===== src/rtl/pio_debounce_irq.sv =====
// Purpose: Avalon-MM GPIO with synchronised, debounced inputs, per-bit edge capture/IRQ mask and set/clear outputs.
// Latency: pins reach IN_DATA 2+DB_CYCLES clocks after a change; out_export follows a write on the next edge; readdata 1 cycle.
// Backpressure: none -- no waitrequest, every read and write completes in the cycle it is presented.
module pio_debounce_irq #(
  parameter int               IN_W      = 4,
  parameter int               OUT_W     = 10,
  parameter int               DB_CYCLES = 50000,
  parameter logic [IN_W-1:0]  IN_RESET  = '0,
  parameter logic [OUT_W-1:0] OUT_RESET = '0
) (
  input  logic             clk_clk,
  input  logic             reset_reset_n,
  input  logic [2:0]       avs_address,
  input  logic             avs_read,
  input  logic             avs_write,
  input  logic [31:0]      avs_writedata,
  output logic [31:0]      avs_readdata,
  input  logic [IN_W-1:0]  in_export,
  output logic [OUT_W-1:0] out_export,
  output logic             irq
);

  // A single-cycle qualification still needs a one-bit counter to exist.
  localparam int              CNT_W    = (DB_CYCLES > 1) ? $clog2(DB_CYCLES) : 1;
  localparam logic [CNT_W-1:0] CNT_LAST = CNT_W'(DB_CYCLES - 1);

  localparam logic [2:0] ADDR_IN_DATA  = 3'd0;
  localparam logic [2:0] ADDR_OUT_DATA = 3'd1;
  localparam logic [2:0] ADDR_IRQ_MASK = 3'd2;
  localparam logic [2:0] ADDR_EDGE_CAP = 3'd3;
  localparam logic [2:0] ADDR_OUT_SET  = 3'd4;
  localparam logic [2:0] ADDR_OUT_CLR  = 3'd5;
  localparam logic [2:0] ADDR_EDGE_POL = 3'd6;

  logic [IN_W-1:0]  sync_q1;
  logic [IN_W-1:0]  sync_q2;
  logic [IN_W-1:0]  stable_q;
  logic [CNT_W-1:0] cnt_q [IN_W];
  logic [IN_W-1:0]  differ;
  logic [IN_W-1:0]  accept;
  logic [IN_W-1:0]  edge_set;
  logic [IN_W-1:0]  edge_clr;
  logic [IN_W-1:0]  irq_mask_q;
  logic [IN_W-1:0]  edge_cap_q;
  logic [IN_W-1:0]  edge_pol_q;
  logic [OUT_W-1:0] out_q;
  logic [31:0]      rd_mux;
  logic [IN_W-1:0]  wdata_in;
  logic [OUT_W-1:0] wdata_out;
  logic             wr_out_data;
  logic             wr_out_set;
  logic             wr_out_clr;
  logic             wr_irq_mask;
  logic             wr_edge_cap;
  logic             wr_edge_pol;
  logic             unused_wdata;

  // Bits above each register's width are dropped on write.
  assign wdata_in     = avs_writedata[IN_W-1:0];
  assign wdata_out    = avs_writedata[OUT_W-1:0];
  assign unused_wdata = ^avs_writedata;

  assign wr_out_data = avs_write && (avs_address == ADDR_OUT_DATA);
  assign wr_out_set  = avs_write && (avs_address == ADDR_OUT_SET);
  assign wr_out_clr  = avs_write && (avs_address == ADDR_OUT_CLR);
  assign wr_irq_mask = avs_write && (avs_address == ADDR_IRQ_MASK);
  assign wr_edge_cap = avs_write && (avs_address == ADDR_EDGE_CAP);
  assign wr_edge_pol = avs_write && (avs_address == ADDR_EDGE_POL);

  // Two-flop synchroniser for the raw asynchronous pins.
  always_ff @(posedge clk_clk or negedge reset_reset_n) begin
    if (!reset_reset_n) begin
      sync_q1 <= IN_RESET;
      sync_q2 <= IN_RESET;
    end else begin
      sync_q1 <= in_export;
      sync_q2 <= sync_q1;
    end
  end

  // A bit is accepted once it has disagreed with stable for DB_CYCLES consecutive clocks.
  always_comb begin
    differ = sync_q2 ^ stable_q;
    accept = '0;
    for (int i = 0; i < IN_W; i++) begin
      accept[i] = differ[i] && (cnt_q[i] == CNT_LAST);
    end
  end

  // Per-bit qualification counters; any agreement with stable restarts the count.
  always_ff @(posedge clk_clk or negedge reset_reset_n) begin
    if (!reset_reset_n) begin
      stable_q <= IN_RESET;
      for (int i = 0; i < IN_W; i++) begin
        cnt_q[i] <= '0;
      end
    end else begin
      stable_q <= stable_q ^ accept;
      for (int i = 0; i < IN_W; i++) begin
        if (!differ[i] || accept[i]) begin
          cnt_q[i] <= '0;
        end else begin
          cnt_q[i] <= cnt_q[i] + CNT_W'(1);
        end
      end
    end
  end

  // The accepted value is sync_q2; it matches the selected polarity when it differs from the pol bit
  // (new 1 with pol 0 = rising, new 0 with pol 1 = falling). Pol writes alone never create an edge.
  assign edge_set = accept & (sync_q2 ^ edge_pol_q);
  assign edge_clr = wr_edge_cap ? wdata_in : '0;

  // Interrupt control registers; a capture in the same cycle as a write-1-clear wins.
  always_ff @(posedge clk_clk or negedge reset_reset_n) begin
    if (!reset_reset_n) begin
      irq_mask_q <= '0;
      edge_pol_q <= '0;
      edge_cap_q <= '0;
    end else begin
      if (wr_irq_mask) irq_mask_q <= wdata_in;
      if (wr_edge_pol) edge_pol_q <= wdata_in;
      edge_cap_q <= (edge_cap_q & ~edge_clr) | edge_set;
    end
  end

  // Output register with whole-word, atomic-set and atomic-clear write paths.
  always_ff @(posedge clk_clk or negedge reset_reset_n) begin
    if (!reset_reset_n) begin
      out_q <= OUT_RESET;
    end else if (wr_out_data) begin
      out_q <= wdata_out;
    end else if (wr_out_set) begin
      out_q <= out_q | wdata_out;
    end else if (wr_out_clr) begin
      out_q <= out_q & ~wdata_out;
    end
  end

  // Read mux over pre-write register contents; unused and write-only addresses read as zero.
  always_comb begin
    rd_mux = '0;
    case (avs_address)
      ADDR_IN_DATA:  rd_mux[IN_W-1:0]  = stable_q;
      ADDR_OUT_DATA: rd_mux[OUT_W-1:0] = out_q;
      ADDR_IRQ_MASK: rd_mux[IN_W-1:0]  = irq_mask_q;
      ADDR_EDGE_CAP: rd_mux[IN_W-1:0]  = edge_cap_q;
      ADDR_EDGE_POL: rd_mux[IN_W-1:0]  = edge_pol_q;
      default:       rd_mux            = '0;
    endcase
  end

  // Read data is registered and holds between reads.
  always_ff @(posedge clk_clk or negedge reset_reset_n) begin
    if (!reset_reset_n) begin
      avs_readdata <= '0;
    end else if (avs_read) begin
      avs_readdata <= rd_mux;
    end
  end

  assign out_export = out_q;
  assign irq        = |(edge_cap_q & irq_mask_q);

endmodule


===== config.mk =====
export PLATFORM = sky130hd
export DESIGN_NAME = pio_debounce_irq
export DESIGN_NICKNAME = d
export VERILOG_FILES = /design/src/rtl/pio_debounce_irq.sv
export SDC_FILE = /design/constraint.sdc
export NUM_CORES = 1
export LEC_CHECK = 0
export BUFFER_PORTS_ARGS = -buffer_cell sky130_fd_sc_hd__buf_2
export CORE_UTILIZATION = 47
export DETAILED_ROUTE_END_ITERATION = 10
export PLACE_DENSITY = 0.78
export SYNTH_ARGS = -nofsm -noshare
export SYNTH_HDL_FRONTEND = slang
export SYNTH_SLANG_ARGS = --single-unit

===== constraint.sdc =====
create_clock -name clk_clk -period 1.6 [get_ports clk_clk]
set_input_delay 0.32 -clock clk_clk [delete_from_list [all_inputs] [get_ports clk_clk]]
set_output_delay 0.32 -clock clk_clk [all_outputs]
set_load 0.05 [all_outputs]

Word level (Yosys, flattened, before mapping) --
Cells that the tools add are included.
Word-level totals: flip-flop bits (word level) 108, input port bits 43, output and inout bits 43, word-level logic and storage cells 68
Operators by class: $add $sub $neg 4, equality and inequality tests 10, muxes and demuxes 10, bitwise operators 11, reduce and logical (&&, ||, !) cells 21
Operator list (number):
- $add 16x1->16 const B | 4
- $eq 16x16->1 const B | 4
- $mux 16 | 4
- $mux 10 | 3
- $pmux 4 s5 | 1
- $and 4x4->4 | 3
- $xor 4x4->4 | 3
- $and 10x10->10 | 1
- $logic_and 1x1->1 | 10
- $not 10->10 | 1
- $or 10x10->10 | 1
- $eq 3x3->1 const B | 3
- $eq 3x2->1 const B | 2
- $mux 6 | 1
- $logic_not 1->1 | 4
- $logic_or 1x1->1 | 4
- $mux 4 | 1
- $not 4->4 | 1
- $or 4x4->4 | 1
- $reduce_or 4->1 | 1
- $eq 3x1->1 const B | 1
- $logic_not 3->1 | 1
- $reduce_bool 3->1 | 1

Longest topological paths before layout --
depth after elaboration 6, mapped depth 6, gate-level depth less buffers 5

Worst setup path before layout --
Ideal clock, no wire load.
path kind register -> register, from register cnt_q[60] (netlist name), to register cnt_q[55] (netlist name), setup time 0.121 ns, arrival 1.600 ns, data required time 1.479 ns, path slack -0.121 ns, cell stages (with the launch flop) 6, path buffers 1, period minus slack after synthesis 1.721 ns, cells stage by stage dfrtp_1 nor4b_1 nand3_1 o41ai_4 buf_2 nor2_1
Between the ends: cells in the longest elaborated chain, start to end 4
Ends and longest elaborated chain:
- start, declared | line 38 | logic [CNT_W-1:0] cnt_q [IN_W];
- start signal, assigned by index | line 103 | cnt_q[i] <= cnt_q[i] + CNT_W'(1);
- $eq 16x16->1 | line 86 | accept[i] = differ[i] && (cnt_q[i] == CNT_LAST);
- $logic_and 1x1->1 | line 86
- $logic_or 1x1->1 | line 100 | if (!differ[i] || accept[i]) begin
- $mux 16 | line 100
Every way passes these cells. A chain may end at the register's enable or synchronous reset.

Final worst setup path --
from register cnt_q[7] (netlist name), to register cnt_q[7] (netlist name)
Between the ends: cells in the longest elaborated chain, start to end 4, elaborated cells between the ends (all ways) 5, classes of those cells 1 x add/sub; 1 x eq/ne; 1 x mux; 2 x reduce/logical
Ends and longest elaborated chain (line):
- branches (longest 3 deep; another with $add 16x1->16)
- $mux 16 * | 100
Every way passes the cells marked *.

==> key figures <==
Drt
  • Final ANT Viol Nets: 0
  • DRC: 0
  • Pre-antenna DRT Iters: 5
  • Avg Vias per Cell: 5.43
  • Total Wirelength: 11300 µm
  • DR vias: 4230
  • Wire per inst: 14.5 µm
  • Initial DRC count: 310

Floorplanning
  • Total Die Area: 11600 µm²
  • Row count: 38
  • Die H: 108 µm
  • Core Region: 10800 µm²
  • Starting Density: 0.483
  • # IOs: 86
  • Die X: 108 µm

Status
  • Outcome: finished, violations left
  • Failing checks: negative hold slack, negative setup slack

Clocking
  • H-tree levels: 3
  • Bufs on Longest Clock Path: 2
  • Clock sinks: 108
  • Clock root cell: clkbuf_8
  • Clk slew on worst S/H paths: 100 ps
  • Post-CTS Hold Fix Bufs: 0
  • CTS tree: done
  • CTS buffer count: 9
  • Clock Latency Late Sink: 370 ps

Power and ir drop
  • PD cells: 855 nW/µm²
  • VDD IR-drop max: 0.000546 V
  • Pleak: 0.00279 µW
  • Pwr Total: 5570 µW

STA
  • Post-route setup slack: -150 ps
  • Final clock skew: 12.1 ps
  • Hold slack final: -33.6 ps
  • Final hold viol count: 14
  • Min Tclk post-route: 1750 ps
  • Worst-margin pin slew: 596 ps
  • Fin crit share: 1.09
  • Max Slew Vio Count: 0
  • FMAX: 0.571 GHz
  • Slew headroom: 0.603
  • Setup_tns: -2890 ps
  • Final setup fails: 35
  • RSZ-0062 raised after global routing: yes

Synth
  • Async set or reset register ratio after synthesis: 1.00
  • Syn Inst Count: 518
  • Seq/Total Area, Yosys: 0.517
  • Synthesized area: 5230 µm²
  • Synth Warn #: 0
  • Count of cell types in the netlist: 42
  • #FFs+latches synth: 108
  • Syn avg cell area: 10.1 µm²
  • Post-synth top flop: dfrtp_1
  • EDFF count, synth: 0

GRT
  • Vias in the first global route: 3896
  • First-pass GRT wire length: 17600 µm
  • Largest net degree at the start of global routing: 109
  • GR Overflow Total: 0
  • Total track usage: 0.191
  • Antenna violations before repair: 1

Setup path
  • Sequence of cells on the critical path: or3_4 > buf_6 > o41ai_4 > buf_4 > nor2_2
  • Crit Path Class: reg2reg
  • Crit end category: flip-flop
  • Max FO, Critical Path: 5
  • CP max stage delay: 440 ps
  • CP bufs+invs: 2
  • Cell family with most CP delay: simple AND/OR/NAND/NOR gates
  • CP startpoint kind: flip-flop
  • Critical path data required time: 1860 ps
  • Worst EP arrival: 2010 ps
  • Crit-path slowest cell: o41ai_4

Placed design
  • Final HPWL DP: 7550 µm
  • RD Place Congestion: 0.865
  • Port Buf Inserts: 41
  • Placement Cell Area: 5960 µm²

Layout
  • Most common cell after layout, fill and taps aside: dfrtp_1
  • Area growth, synth to finish: 24.5%
  • Share of cells above drive strength 1: 0.315
  • Final #Nets: 680
  • Layout Utilization: 0.601
  • Finished layout cell area: 6510 µm²
  • Most frequent cells in the layout: dfrtp_1 (107), buf_4 (67), nor2_1 (64)

Min path
  • Hold crit path type: in2async

Run
  • Max Cap Viol: 0
## kinds of logic after synthesis
kind of cell               Yosys count  synth area share
AOI/OAI and AO/OA                   51            0.0715
xor gates and xnor gates            59            0.0988
adders and majority gates            4           0.00957
buffers and inverters               53            0.0548
DFF                                108             0.517
muxes                               17            0.0428
other                                1          0.000717
and+or+nand+nor                    225             0.205
## Yosys cell counts, types with 4 or more instances
| cell | count | area [µm²] |
|---|---|---|
| xnor2_1 | 50 | 438 |
| nor2_1 | 92 | 345 |
| nor3_1 | 14 | 70.1 |
| mux2_2 | 10 | 113 |
| a31oi_1 | 4 | 25.0 |
| dfrtp_1 | 108 | 2700 |
| buf_4 | 22 | 165 |
| xor2_1 | 9 | 78.8 |
| ha_1 | 4 | 50.1 |
| clkbuf_1 | 4 | 15.0 |
| nand2_1 | 37 | 139 |
| o21ai_0 | 12 | 60.1 |
| buf_2 | 4 | 20.0 |
| nand3_1 | 26 | 130 |
| a211oi_1 | 8 | 60.1 |
| a21oi_1 | 14 | 70.1 |
| nand4_1 | 14 | 87.6 |
| inv_1 | 21 | 78.8 |
| nor4_1 | 21 | 131 |
## metrics by stage
step           instances  hold WS (ps)  setup WS (ps)
5_1_grt              779          17.7           -236
3_5_place_dp         746           354           -179
4_1_cts              769          32.6           -182
3_3_place_gp         746           356           -103
2_1_floorplan        539          24.4          -52.1
6_report             779         -33.6           -150
## layout make-up
class,instances,area (µm²)
Multi-Input combinational cell,378,2540
Antenna cell,1,2.50
Clock inverter,4,55.1
Tap cell,140,175
Sequential cell,108,2700
Clock buffer,12,155
Fill cell,829,4330
Timing Repair Buffer,114,797
Inverter,22,82.6
## worst reg2reg max path: cells and delay by family, from the launching register on
family | cells | cell delay (ps)
AO/OA/AOI/OAI | 1 | 440
AND/OR/NAND/NOR | 2 | 450
flip-flops | 1 | 400
buffers and inverters | 2 | 350
## path summary, 6_finish.rpt
kind | startpoint | end | slack (ps) | depth (start not counted)
max in group asynchronous | reset_reset_n | cnt_q[23]$_DFF_PN0_ | 1110 | 2
worst max-delay path | cnt_q[7]$_DFF_PN0_ | cnt_q[7]$_DFF_PN0_ | -150 | 5
min in group clk_clk | in_export[3] | sync_q1[3]$_DFF_PN0_ | 50 | 1
worst max register to register | cnt_q[7]$_DFF_PN0_ | cnt_q[7]$_DFF_PN0_ | -150 | 5
worst min register to register | sync_q1[1]$_DFF_PN0_ | sync_q2[1]$_DFF_PN0_ | 380 | 0
worst min-delay path | reset_reset_n | avs_readdata[8]$_DFFE_PN0P_ | -30 | 2
## routing by layer
metal / global-route usage / wire [µm] / vias to the layer above
met2: 0.321 / 5690 / 122
met4: 0.0861 / 269 / 0
met3: 0.0248 / 451 / 24
met1: 0.246 / 4880 / 2110
met5: 0 / 0 / -
li1: - / - / 1974
## power breakdown
group          internal, µW  switching [µW]  total [µW]
logic                   274             570         844
clock network           820             919        1740
registers              2860             127        2980
## timing repair
| action | in CTS | in global routing |
|---|---|---|
| setup buffers | 6 | 10 |
| endpoints found under the hold margin | 0 | 0 |
| setup endpoints to repair | 29 | 71 |
| resized for setup | 20 | 39 |
| pin swaps | 19 | 19 |
| cloned | 1 | 0 |
No activity file was read; power rests on OpenSTA's default activity.
